===== src/rtl/alu_exec.sv =====
// rtl/alu_exec.sv - multi-cycle ALU with valid/ready handshakes and a bit-serial shifter
//
// Ports:
//   clk, rstn            clock, asynchronous active-low reset
//   flush                synchronous abort of the operation in progress
//   in_valid / in_ready  operation handshake (accepted only in IDLE)
//   funct, op_a, op_b    function code and operands, captured at acceptance
//   out_valid / out_ready result handshake (result held until consumed)
//   result, zero, br_taken  registered result, result==0 flag, branch decision
module alu_exec #(
    parameter int XLEN = 32
) (
    input  logic            clk,
    input  logic            rstn,
    input  logic            flush,
    input  logic            in_valid,
    output logic            in_ready,
    input  logic [3:0]      funct,
    input  logic [XLEN-1:0] op_a,
    input  logic [XLEN-1:0] op_b,
    output logic            out_valid,
    input  logic            out_ready,
    output logic [XLEN-1:0] result,
    output logic            zero,
    output logic            br_taken
);

    localparam logic [3:0] F_AND = 4'b0000;
    localparam logic [3:0] F_OR  = 4'b0001;
    localparam logic [3:0] F_SLL = 4'b0011;
    localparam logic [3:0] F_BEQ = 4'b0100;
    localparam logic [3:0] F_SLT = 4'b0101;
    localparam logic [3:0] F_SUB = 4'b0110;
    localparam logic [3:0] F_SRA = 4'b0111;
    localparam logic [3:0] F_XOR = 4'b1001;
    localparam logic [3:0] F_BNE = 4'b1100;
    localparam logic [3:0] F_SRL = 4'b1111;

    typedef enum logic [1:0] {
        IDLE  = 2'd0,
        SHIFT = 2'd1,
        DONE  = 2'd2
    } state_t;

    state_t          state_q, state_d;
    logic [3:0]      funct_q, funct_d;
    logic [4:0]      cnt_q, cnt_d;
    logic [XLEN-1:0] res_q, res_d;
    logic            br_q, br_d;

    logic            is_shift;
    logic [4:0]      shamt;
    logic [XLEN-1:0] diff;
    logic [XLEN-1:0] alu_res;
    logic            alu_br;
    logic [XLEN-1:0] shift_step;

    assign is_shift = (funct == F_SLL) || (funct == F_SRL) || (funct == F_SRA);
    assign shamt    = op_b[4:0];
    assign diff     = op_a - op_b;

    // Single-cycle functions; unlisted codes fall through to ADD.
    always_comb begin
        alu_res = op_a + op_b;
        alu_br  = 1'b0;
        case (funct)
            F_AND: alu_res = op_a & op_b;
            F_OR:  alu_res = op_a | op_b;
            F_XOR: alu_res = op_a ^ op_b;
            F_SUB: alu_res = diff;
            F_SLT: alu_res = {{(XLEN-1){1'b0}}, ($signed(op_a) < $signed(op_b))};
            F_BEQ: begin
                alu_res = diff;
                alu_br  = (op_a == op_b);
            end
            F_BNE: begin
                alu_res = diff;
                alu_br  = (op_a != op_b);
            end
            default: alu_res = op_a + op_b;
        endcase
    end

    // One bit position per SHIFT cycle; direction/fill taken from the captured code.
    always_comb begin
        case (funct_q)
            F_SLL:   shift_step = {res_q[XLEN-2:0], 1'b0};
            F_SRA:   shift_step = {res_q[XLEN-1], res_q[XLEN-1:1]};
            default: shift_step = {1'b0, res_q[XLEN-1:1]};
        endcase
    end

    // State register
    always_ff @(posedge clk or negedge rstn) begin
        if (!rstn) begin
            state_q <= IDLE;
        end else begin
            state_q <= state_d;
        end
    end

    // Next-state logic
    always_comb begin
        state_d = state_q;
        if (flush) begin
            state_d = IDLE;
        end else begin
            case (state_q)
                IDLE: begin
                    if (in_valid) begin
                        state_d = (is_shift && (shamt != 5'd0)) ? SHIFT : DONE;
                    end
                end
                SHIFT: begin
                    if (cnt_q == 5'd1) begin
                        state_d = DONE;
                    end
                end
                DONE: begin
                    if (out_ready) begin
                        state_d = IDLE;
                    end
                end
                default: state_d = IDLE;
            endcase
        end
    end

    // Output logic
    always_comb begin
        in_ready  = (state_q == IDLE);
        out_valid = (state_q == DONE);
        result    = res_q;
        zero      = (res_q == '0);
        br_taken  = br_q;
    end

    // Datapath next-state: capture at acceptance, shift while in SHIFT, hold otherwise.
    always_comb begin
        funct_d = funct_q;
        cnt_d   = cnt_q;
        res_d   = res_q;
        br_d    = br_q;
        if (flush) begin
            cnt_d = 5'd0;
        end else begin
            case (state_q)
                IDLE: begin
                    if (in_valid) begin
                        funct_d = funct;
                        cnt_d   = is_shift ? shamt : 5'd0;
                        res_d   = is_shift ? op_a : alu_res;
                        br_d    = is_shift ? 1'b0 : alu_br;
                    end
                end
                SHIFT: begin
                    res_d = shift_step;
                    cnt_d = cnt_q - 5'd1;
                end
                default: begin
                end
            endcase
        end
    end

    always_ff @(posedge clk or negedge rstn) begin
        if (!rstn) begin
            funct_q <= 4'd0;
            cnt_q   <= 5'd0;
            res_q   <= '0;
            br_q    <= 1'b0;
        end else begin
            funct_q <= funct_d;
            cnt_q   <= cnt_d;
            res_q   <= res_d;
            br_q    <= br_d;
        end
    end

endmodule


===== config.mk =====
export PLATFORM = sky130hd
export DESIGN_NAME = alu_exec
export DESIGN_NICKNAME = d
export VERILOG_FILES = /design/src/rtl/alu_exec.sv
export SDC_FILE = /design/constraint.sdc
export NUM_CORES = 1
export LEC_CHECK = 0
export CAP_MARGIN = 20
export CORE_UTILIZATION = 35
export CTS_CLUSTER_SIZE = 30
export DETAILED_ROUTE_END_ITERATION = 10
export SETUP_SLACK_MARGIN = 0.5
export SLEW_MARGIN = 20
export SYNTH_ARGS = -nofsm -noshare
export SYNTH_HDL_FRONTEND = slang
export SYNTH_SLANG_ARGS = --single-unit
export TNS_END_PERCENT = 1

===== constraint.sdc =====
create_clock -name clk -period 2.8 [get_ports clk]
set_clock_uncertainty 0.15 [all_clocks]
set_input_delay 0.56 -clock clk [delete_from_list [all_inputs] [get_ports clk]]
set_output_delay 0.56 -clock clk [all_outputs]
set_load 0.05 [all_outputs]

==> results.md, run 1 <==
* Dpl hpwl at 27790 µm
* Worst setup SP type: primary input
* RSZ-0062 raised after global routing: yes
* Remaining DRCs at 0
* Main area contributors after synthesis: ha_1 (16%), dfrtp_1 (14%), a21oi_1 (8.3%)
* Synth Cell Area at 7616 µm²
* Failing checks: setup timing
* Crit-path max FO at 2
* Gr busiest metal: met2
* Yosys cell types at 74
* Final min period at 3130 ps
* CTS buffer count at 5
* CTS tree: done
* Root buffer cell: clkbuf_16
* Worst-margin pin slew at 727.5 ps
* CTS sink cnt at 44
* Status: finished, violations left
* Nets@finish at 1701
* Worst-Skew Late Latency at 300 ps
* Data arrival time of the worst path at 3160 ps
* Global Route Usage Sum at 0.3135
* Final Util at 0.6042
* Simple-gate share of the synthesized area at 0.2086
* Compound-Gate Fraction of Synth Area at 0.3567
* GR met2 Demand/Resource at 0.4782
* Pwr dens at 386.7 nW/µm²
* Synth Area in XOR/XNOR at 0.02070
* Max Slew Vio Count at 0
* Port Buf Inserts at 108
* Die Y at 149.5 µm
* Mean Syn Cell Area at 6.849 µm²
* Num rows at 53
* Wirelength per Cell at 19.48 µm
* Clock slew at reported path FFs at 70 ps
* Met1 Usage GRT at 0.4495
* H-tree lvl count at 2
* Filler instances at 1984
* Diodes inserted at 0
* Met3 Use GR at 0.04421
* Inst Count DP at 1777
* Setup TNS at -4638 ps
* # setup viols final at 27
* Lkg Pwr at 0.006009 µW
* Reg2reg setup slack at 330 ps
* Fmax at 319.5 MHz
* Post-synth EDFFs at 0
* Crit Reg-Reg Endpoint: result[29]
* Cells after Synth at 1112
* Synth warnings at 0
* Post-synth ARST share at 1.000
* Share of layout cells above drive strength 1 at 0.3905
* Routability Congestion at 0.9922
* Adder-Cell Fraction of Synth Area at 0.1663
* Yosys top cell area share at 0.1610
* Mux share of post-synthesis cell area at 0.01741
* Starting density of the core at 0.3600
* Tcrit/Tclk final at 1.118
* Post-synthesis net count at 1285
* Core area at 21150 µm²
* Vias at 10270
* Worst-case reg-to-reg path depth at 8
* Cts hold-fix bufs at 0
* Cell taking the most area after synthesis: ha_1
* Synth Flop Type: dfrtp_1
* RR Startpoint: funct_q[3]
* Hold Path Class: in2async
* Area growth syn-to-layout at 67.83%
* GRT overflow at 0
* First-pass GRT wire length at 53690 µm
* Drt first-iter violations at 985
* MaxCap Viol Count at 0
* Critical path type: in2reg
* PnR worst setup slack at -329.9 ps
* Fin cells at 1804
* Worst Path Required at 2830 ps
* Initial antenna violation count at 0
* Worst-case clock buffer depth at 2
* Pin count of the biggest net entering global routing at 43
* Max-Slew Margin vs Limit at 0.5114
* Routed vias/inst at 5.695
* WL final at 35140 µm
* I/O pin cnt at 109
* Number of global-route vias before repair at 9725
* Routed Antenna Nets at 0
* Sequential-to-total area share from yosys stat at 0.1446
* Pre-Repair DR Iteration Count at 5
* Die ar. at 22350 µm²
* Crit. End Element: register
* Main combinational cell family by area after synthesis: compound AO/OA/AOI/OAI gates
* Die X at 149.5 µm
* VDD IR max at 245.2 µV
* Final Hold Vio Count at 0
* Synthesis-stage register bit count at 44
==> per-layer routing <==
layer / wire length, µm / share of wire
met4: 854 / 0.024
met2: 15260 / 0.43
met1: 15940 / 0.45
met3: 3086 / 0.088
met5: 0 / 0
==> worst max path at each step <==
stage / slack (ps) / endpoint / start / depth (start not counted)
final: -330 / result[12] / op_a[0] / 16
after global routing: -410 / result[30] / op_a[23] / 13
after CTS: -390 / result[28] / op_a[0] / 16
after detailed placement: -1220 / result[13] / op_b[1] / 14
after global placement: -1250 / result[13] / op_a[1] / 14
after floorplan: -190 / result[28] / op_a[0] / 14
==> cell type report <==
cell class	count	area (µm²)	share of cell area
clock buffer	6	138.9	0.01087
clock inverter	2	38.79	0.003034
inverter	94	367.9	0.02878
timing repair buffer	482	3951	0.3091
tap	275	344.1	0.02692
sequential	44	1101	0.08614
multi-input combinational	901	6840	0.5351
==> per-stage QoR <==
step                area (µm²)  hold slack (ps)  setup WS (ps)  power (µW)
global placement         11540            307.2          -1254        3893
finish                   12780            114.4         -329.9        4943
floorplan                 7701            114.4         -187.9        2487
global route             12780            132.9         -410.8        5191
CTS                      12420            124.9         -390.9        4776
detailed placement       11540            317.7          -1221        3910
==> registers in the layout, indices dropped and copies added, names as in the netlist <==
signal / flops
funct_q: 4
cnt_q: 5
result: 32
br_taken: 1
state_q: 2
==> worst max-delay path, cell delays in order <==
cell and delay (ps):
buf_6 90, buf_8 130, inv_12 50, ha_4 120, inv_2 30, fa_2 330, and2b_1 190, o21ai_2 190
nand2_1 100, a21oi_2 200, o22ai_2 110, o41a_1 340, and2_4 170, o22ai_2 160, a31oi_2 140, a211o_1 250
==> kinds of logic (layout without fill, tap and decap cells) <==
group | after synthesis | after routing
compound gates | 419 | 419
xor+xnor | 18 | 18
fa+ha+maj | 100 | 100
buf+inv | 167 | 584
flops | 44 | 44
mux | 13 | 13
simple gates | 351 | 351
==> synthesized netlist by cell type (all sizes together) (14+ instances only) <==
master and count:
a211oi 17, a21o 14, a21oi 127, a221oi 17, buf 17, clkbuf 56, dfrtp 44, ha 98
inv 94, nand2 136, nand3 19, nor2 96, nor3 22, nor4 16, o21ai 118, xnor2 16
==> power breakdown <==
part           switching [µW]  internal (µW)
clock                     277            448
combinational            1820           1380
sequential                248            773
==> placed cells by master (no fill, tap or decap), types with 10 or more instances in the layout <==
master / instances
o21ai_2: 11
ha_1: 69
nor3_1: 16
dlygate4sd2_1: 40
inv_1: 58
a21oi_2: 26
inv_2: 34
o21ai_0: 82
ha_4: 24
nor2b_1: 10
buf_6: 19
a21o_1: 13
xnor2_1: 16
buf_4: 353
a21oi_1: 98
dfrtp_1: 44
a211oi_1: 10
nand3_1: 16
dlymetal6s2s_1: 17
a221oi_1: 10
nor2_2: 10
mux2i_1: 11
o21ai_1: 23
nand2_1: 131
nor2_1: 84
clkdlybuf4s50_1: 32
==> what timing repair did <==
| item | in CTS | in global routing |
|---|---|---|
| gates resized for setup | 248 | 108 |
| setup buffers | 11 | 8 |
| pin swaps | 60 | 53 |
| endpoints found under the setup margin | 56 | 51 |
No activity file was read; power rests on OpenSTA's default activity.
==> run 2, diff against run 1 <==
==> constraint.sdc (replaced) <==
create_clock -name clk -period 4 [get_ports clk]
set_clock_uncertainty 0.15 [all_clocks]
set_input_delay 0.8 -clock clk [delete_from_list [all_inputs] [get_ports clk]]
set_output_delay 0.8 -clock clk [all_outputs]
set_load 0.05 [all_outputs]
==> run 2 against run 1 <==
The flow now finishes without violations. Global-route usage decreased by 2.2 points. Final cell count fell by 9.0%. Clock power down 31%. Register-to-register slack improved by 930 ps. Cell area is 12% lower. Non-clock buffer count down 162. Count of clock-buffer cells in the layout down 1. Largest power group unchanged.
==> results.md, run 2 (synthesis results as in run 1) <==
* Status: completed
* Crit-path max cell delay at 480 ps
* Root buffer cell: clkbuf_16
* Most frequent cells in the layout: buf_4 (204), nand2_1 (131), a21oi_1 (115)
* Global Route Usage Sum at 0.2917
* Routed Antenna Nets at 0
* Worst-case reg-to-reg path depth at 8
* Num rows at 53
* Cells along the critical path: clkdlybuf4s50_1 > inv_1 > ha_4 > nand2_2 > nor3_2 > buf_4 > o211ai_1 > buf_4 > nand3_4 > and2_4 > buf_4 > mux2i_2 > o221ai_2 > a211oi_2 > o221ai_1
* Worst setup SP type: primary input
* VDD IR max at 166.4 µV
* Multi-input combinational cell area at 6507 µm²
* First-pass GRT wire length at 50510 µm
* CTS sink cnt at 44
* Tcrit/Tclk final at 0.8762
* Most frequent CP cell: buf_4
* Routability Congestion at 0.9649
* Commonest non-fill, non-tap cell in the layout: buf_4
* Dpl ws at -258.4 ps
* Drt first-iter violations at 930
* Die Y at 149.5 µm
* I/O pin cnt at 109
* Routed vias/inst at 5.846
* CTS buffer count at 5
* Crit. End Element: register
* Diodes inserted at 0
* Inst Count DP at 1613
* Worst-margin pin slew at 898.6 ps
* FF/Latch Area at 1101 µm²
* Die ar. at 22350 µm²
* Area growth syn-to-layout at 47.08%
* Pin count of the biggest net entering global routing at 43
* Fin cells at 1642
* Fmax at 285.3 MHz
* WL final at 32830 µm
* # setup viols final at 0
* Number of global-route vias before repair at 8993
* Setup TNS at 0 ps
* Port Buf Inserts at 108
* PnR worst setup slack at 495.3 ps
* Worst hold margin at 334.7 ps
* Final Hold Vio Count at 0
* CTS tree: done
* Worst-Skew Late Latency at 300 ps
* Clock slew at reported path FFs at 70 ps
* Crit Reg-Reg Endpoint: result[30]
* Pre-Repair DR Iteration Count at 6
* CP Launch Point: op_a[19]
* Nets@finish at 1539
* Critical path type: in2reg
* Filler instances at 2048
* Core area at 21150 µm²
* Remaining DRCs at 0
* Reg2reg setup slack at 1260 ps
* Max Slew Vio Count at 0
* H-tree lvl count at 2
* Share of layout cells above drive strength 1 at 0.2582
* Starting density of the core at 0.3600
* Lkg Pwr at 0.005012 µW
* Pwr dens at 287.3 nW/µm²
* Wirelength per Cell at 20.00 µm
* Crit-path slowest cell: clkdlybuf4s50_1
* Hold Path Class: reg2reg
* Crit-path max FO at 2
* RSZ-0062 raised after global routing: yes
* Max reg flops at 32
* Worst Setup EP: result[23]
* Dpl hpwl at 25300 µm
* Hold Startpoint: funct_q[0]
* GRT overflow at 0
* RR Startpoint: state_q[0]
* Max-Slew Margin vs Limit at 0.4010
* Die X at 149.5 µm
* Vias at 9599
* MaxCap Viol Count at 0
* Worst Path Required at 4020 ps
* Worst-case clock buffer depth at 2
* Data arrival time of the worst path at 3520 ps
* Initial antenna violation count at 0
* Final min period at 3505 ps
==> run 2: cell count changes in the layout (fill, tap and decap cells not counted), moves of 10 or more <==
| cell | delta |
|---|---|
| a21oi_1 | +17 |
| o21ai_1 | -12 |
| clkdlybuf4s50_1 | +35 |
| dlygate4sd2_1 | -19 |
| buf_4 | -149 |
| o21ai_0 | +18 |
| a21oi_2 | -14 |
| nor2_1 | +10 |
| buf_6 | -13 |
==> run 2: how the worst min path moves through the flow <==
stage                 endpoint  slack, ps  depth (start not counted)
finish              funct_q[0]        330                          2
global route        funct_q[1]        370                          2
CTS                 funct_q[1]        340                          2
detailed placement  funct_q[1]        320                          2
global placement    funct_q[0]        310                          2
floorplan           funct_q[0]        300                          2
==> run 2: per-stage QoR <==
step	power [µW]	util	cell area (µm²)
after detailed placement	2531	0.4830	10220
after floorplan	1732	-	7616
after global placement	2527	0.4817	10190
final	3219	0.5295	11200
after CTS	3127	0.5158	10910
after global routing	3380	0.5295	11200
==> run 2: per-layer routing <==
layer / wire [µm] / track usage / vias to the layer above
li1: - / - / 4506
met4: 804 / 0.09796 / 0
met2: 13820 / 0.4271 / 528
met5: 0 / 0 / -
met1: 15010 / 0.4269 / 4503
met3: 3196 / 0.04726 / 62
==> run 2: area by class of cell <==
class / count / area share
Multi-Input combinational cell: 901 / 0.5809
Sequential cell: 44 / 0.09829
Clock inverter: 3 / 0.004133
Clock buffer: 5 / 0.01117
Inverter: 94 / 0.03183
Tap cell: 275 / 0.03072
Timing Repair Buffer: 320 / 0.2429
==> run 2: where the power goes <==
group	internal, µW	leakage, µW	switching (µW)
sequential	541	0.000552	167
clock	298	0.0000804	204
combinational	827	0.00438	1180
==> run 2: timing repair <==
action | in CTS | in global routing
setup endpoints to repair | 26 | 25
resized for setup | 126 | 76
pin swaps | 41 | 37
setup buffers | 16 | 5
hold buffers | 0 | 0
==> run 2: worst max-delay path, delay by kind of cell <==
family / cells / cell delay [ps]
simple gates: 4 / 500
compound gates: 4 / 700
mux: 1 / 210
buf+inv: 5 / 1010
fa+ha+maj: 1 / 290
==> run 3, diff against run 2 <==
--- a/config.mk
+++ b/config.mk
@@ -7,9 +7,9 @@
 export LEC_CHECK = 0
 export CAP_MARGIN = 20
 export CORE_UTILIZATION = 35
+export CTS_BUF_LIST = sky130_fd_sc_hd__clkbuf_2 sky130_fd_sc_hd__clkbuf_4 sky130_fd_sc_hd__clkbuf_8
 export CTS_CLUSTER_SIZE = 30
 export DETAILED_ROUTE_END_ITERATION = 10
-export SETUP_SLACK_MARGIN = 0.5
 export SLEW_MARGIN = 20
 export SYNTH_ARGS = -nofsm -noshare
 export SYNTH_HDL_FRONTEND = slang
==> run 3 against run 2 <==
Count of clock-buffer cells in the layout stayed put. Power is 8.1% lower. Fmax is 9.7% lower. Sequential power hardly changed. Sequential share of layout area is 0.75 points higher. Global-route usage is 0.82 points lower. Core utilization is 3.8 points lower. Sequential cell count stayed put. Clock power is 25% lower. First-iteration DRC count is 1.6% lower.
==> results.md, run 3 (synthesis results as in run 1) <==
* CTS buffer count at 5
* First-pass GRT wire length at 49000 µm
* Crit-path max FO at 6
* Commonest non-fill, non-tap cell in the layout: buf_4
* CTS tree: done
* Reg2reg setup slack at 1180 ps
* Inst Count DP at 1613
* Worst Path Required at 4030 ps
* Core area at 21150 µm²
* Clock slew at reported path FFs at 100 ps
* Hold Path Class: reg2reg
* Pwr dens at 284.3 nW/µm²
* Crit Reg-Reg Endpoint: result[30]
* CP Launch Point: op_a[4]
* Max Slew Vio Count at 0
* Global Route Usage Sum at 0.2835
* Diodes inserted at 0
* Worst setup SP type: primary input
* CTS sink cnt at 44
* Fmax at 257.6 MHz
* Routed vias/inst at 5.725
* VDD IR max at 151.7 µV
* Routability Congestion at 0.9649
* Num rows at 53
* WL final at 31690 µm
* Setup TNS at 0 ps
* Critical path type: in2reg
* Die Y at 149.5 µm
* Share of layout cells above drive strength 1 at 0.1730
* Final min period at 3882 ps
* Dpl hpwl at 25300 µm
* GRT overflow at 0
* Status: completed
* Pre-Repair DR Iteration Count at 6
* Remaining DRCs at 0
* Worst-case clock buffer depth at 2
* Nets@finish at 1519
* Most frequent cells in the layout: buf_4 (190), nand2_1 (136), a21oi_1 (124)
* Starting density of the core at 0.3600
* Tcrit/Tclk final at 0.9705
* Worst-case reg-to-reg path depth at 8
* Port Buf Inserts at 108
* RSZ-0062 raised after global routing: yes
* Max-Slew Margin vs Limit at 0.3813
* Worst-Skew Late Latency at 320 ps
* Crit. End Element: register
* Lkg Pwr at 0.004720 µW
* Initial antenna violation count at 0
* I/O pin cnt at 109
* Wirelength per Cell at 19.53 µm
* Area growth syn-to-layout at 36.62%
* Data arrival time of the worst path at 3920 ps
* Die X at 149.5 µm
* Drt first-iter violations at 915
* Vias at 9286
* Die ar. at 22350 µm²
* RR Startpoint: state_q[0]
* MaxCap Viol Count at 0
* Max reg flops at 32
* Routed Antenna Nets at 0
* Root buffer cell: clkbuf_8
* Final Hold Vio Count at 0
* # setup viols final at 0
* Pin count of the biggest net entering global routing at 43
* Total power at 2958 µW
* Fin cells at 1622
* Worst-margin pin slew at 920.4 ps
* H-tree lvl count at 2
* Number of global-route vias before repair at 8704
* Worst Setup EP: result[15]
[run 3: layout make-up]
class | count | area [µm²]
clock buffers | 5 | 68.82
clock inverters | 3 | 46.29
fillers | 2114 | 10750
inverters | 94 | 352.8
multi-input cells | 901 | 5942
flip-flops and latches | 44 | 1101
well taps | 275 | 344.1
repair buffers | 300 | 2550
[run 3: per-stage QoR]
| step | area, µm² | setup WS [ps] | util | hold WS, ps |
|---|---|---|---|---|
| floorplan | 7616 | 573.8 | - | 295.5 |
| global placement | 10190 | -248.5 | 0.4817 | 314.5 |
| detailed placement | 10220 | -258.4 | 0.4830 | 317.7 |
| CTS | 10330 | 62.50 | 0.4884 | 342.8 |
| global route | 10410 | -16.62 | 0.4919 | 374.0 |
| finish | 10410 | 118.0 | 0.4919 | 341.9 |
[run 3: worst min-delay path by stage]
| stage | startpoint | to | slack, ps | depth (start not counted) |
|---|---|---|---|---|
| 6_report | funct_q[0] | funct_q[0] | 340 | 2 |
| 3_5_place_dp | funct_q[1] | funct_q[1] | 320 | 2 |
| 5_1_grt | funct_q[1] | funct_q[1] | 370 | 2 |
| 2_1_floorplan | funct_q[0] | funct_q[0] | 300 | 2 |
| 3_3_place_gp | funct_q[0] | funct_q[0] | 310 | 2 |
| 4_1_cts | funct_q[1] | funct_q[1] | 340 | 2 |
[run 3: report_power, final]
group	total [µW]	switching, µW	internal (µW)
Clock	379	190	189
Combinational	1870	1120	758
Sequential	705	164	541
Total	2960	1470	1490
[run 3: worst max-delay path, cell delays in order]
cell and delay, ps:
clkdlybuf4s50_1 500, inv_1 50, ha_1 380, nor2_2 210, o311ai_1 160, a21boi_1 290, o21ai_2 120, a21oi_1 230
nor2_1 110, xor2_1 150, a2111oi_0 600, buf_4 210, o21ai_0 100
[run 3: what timing repair did]
item                                    4_1_cts  5_1_grt
gates resized for setup                       0       19
endpoints found under the setup margin        0       18
setup buffers                                 0        1
hold buffers                                  0        0
[run 3: per-layer routing]
metal	vias to the layer above	wire length [µm]	share of wire	GRT usage
met2	501	13210	0.42	0.4194
met1	4276	14700	0.46	0.4217
met4	0	617	0.019	0.07449
met5	-	0	0	0
li1	4459	-	-	-
met3	50	3160	0.10	0.04146
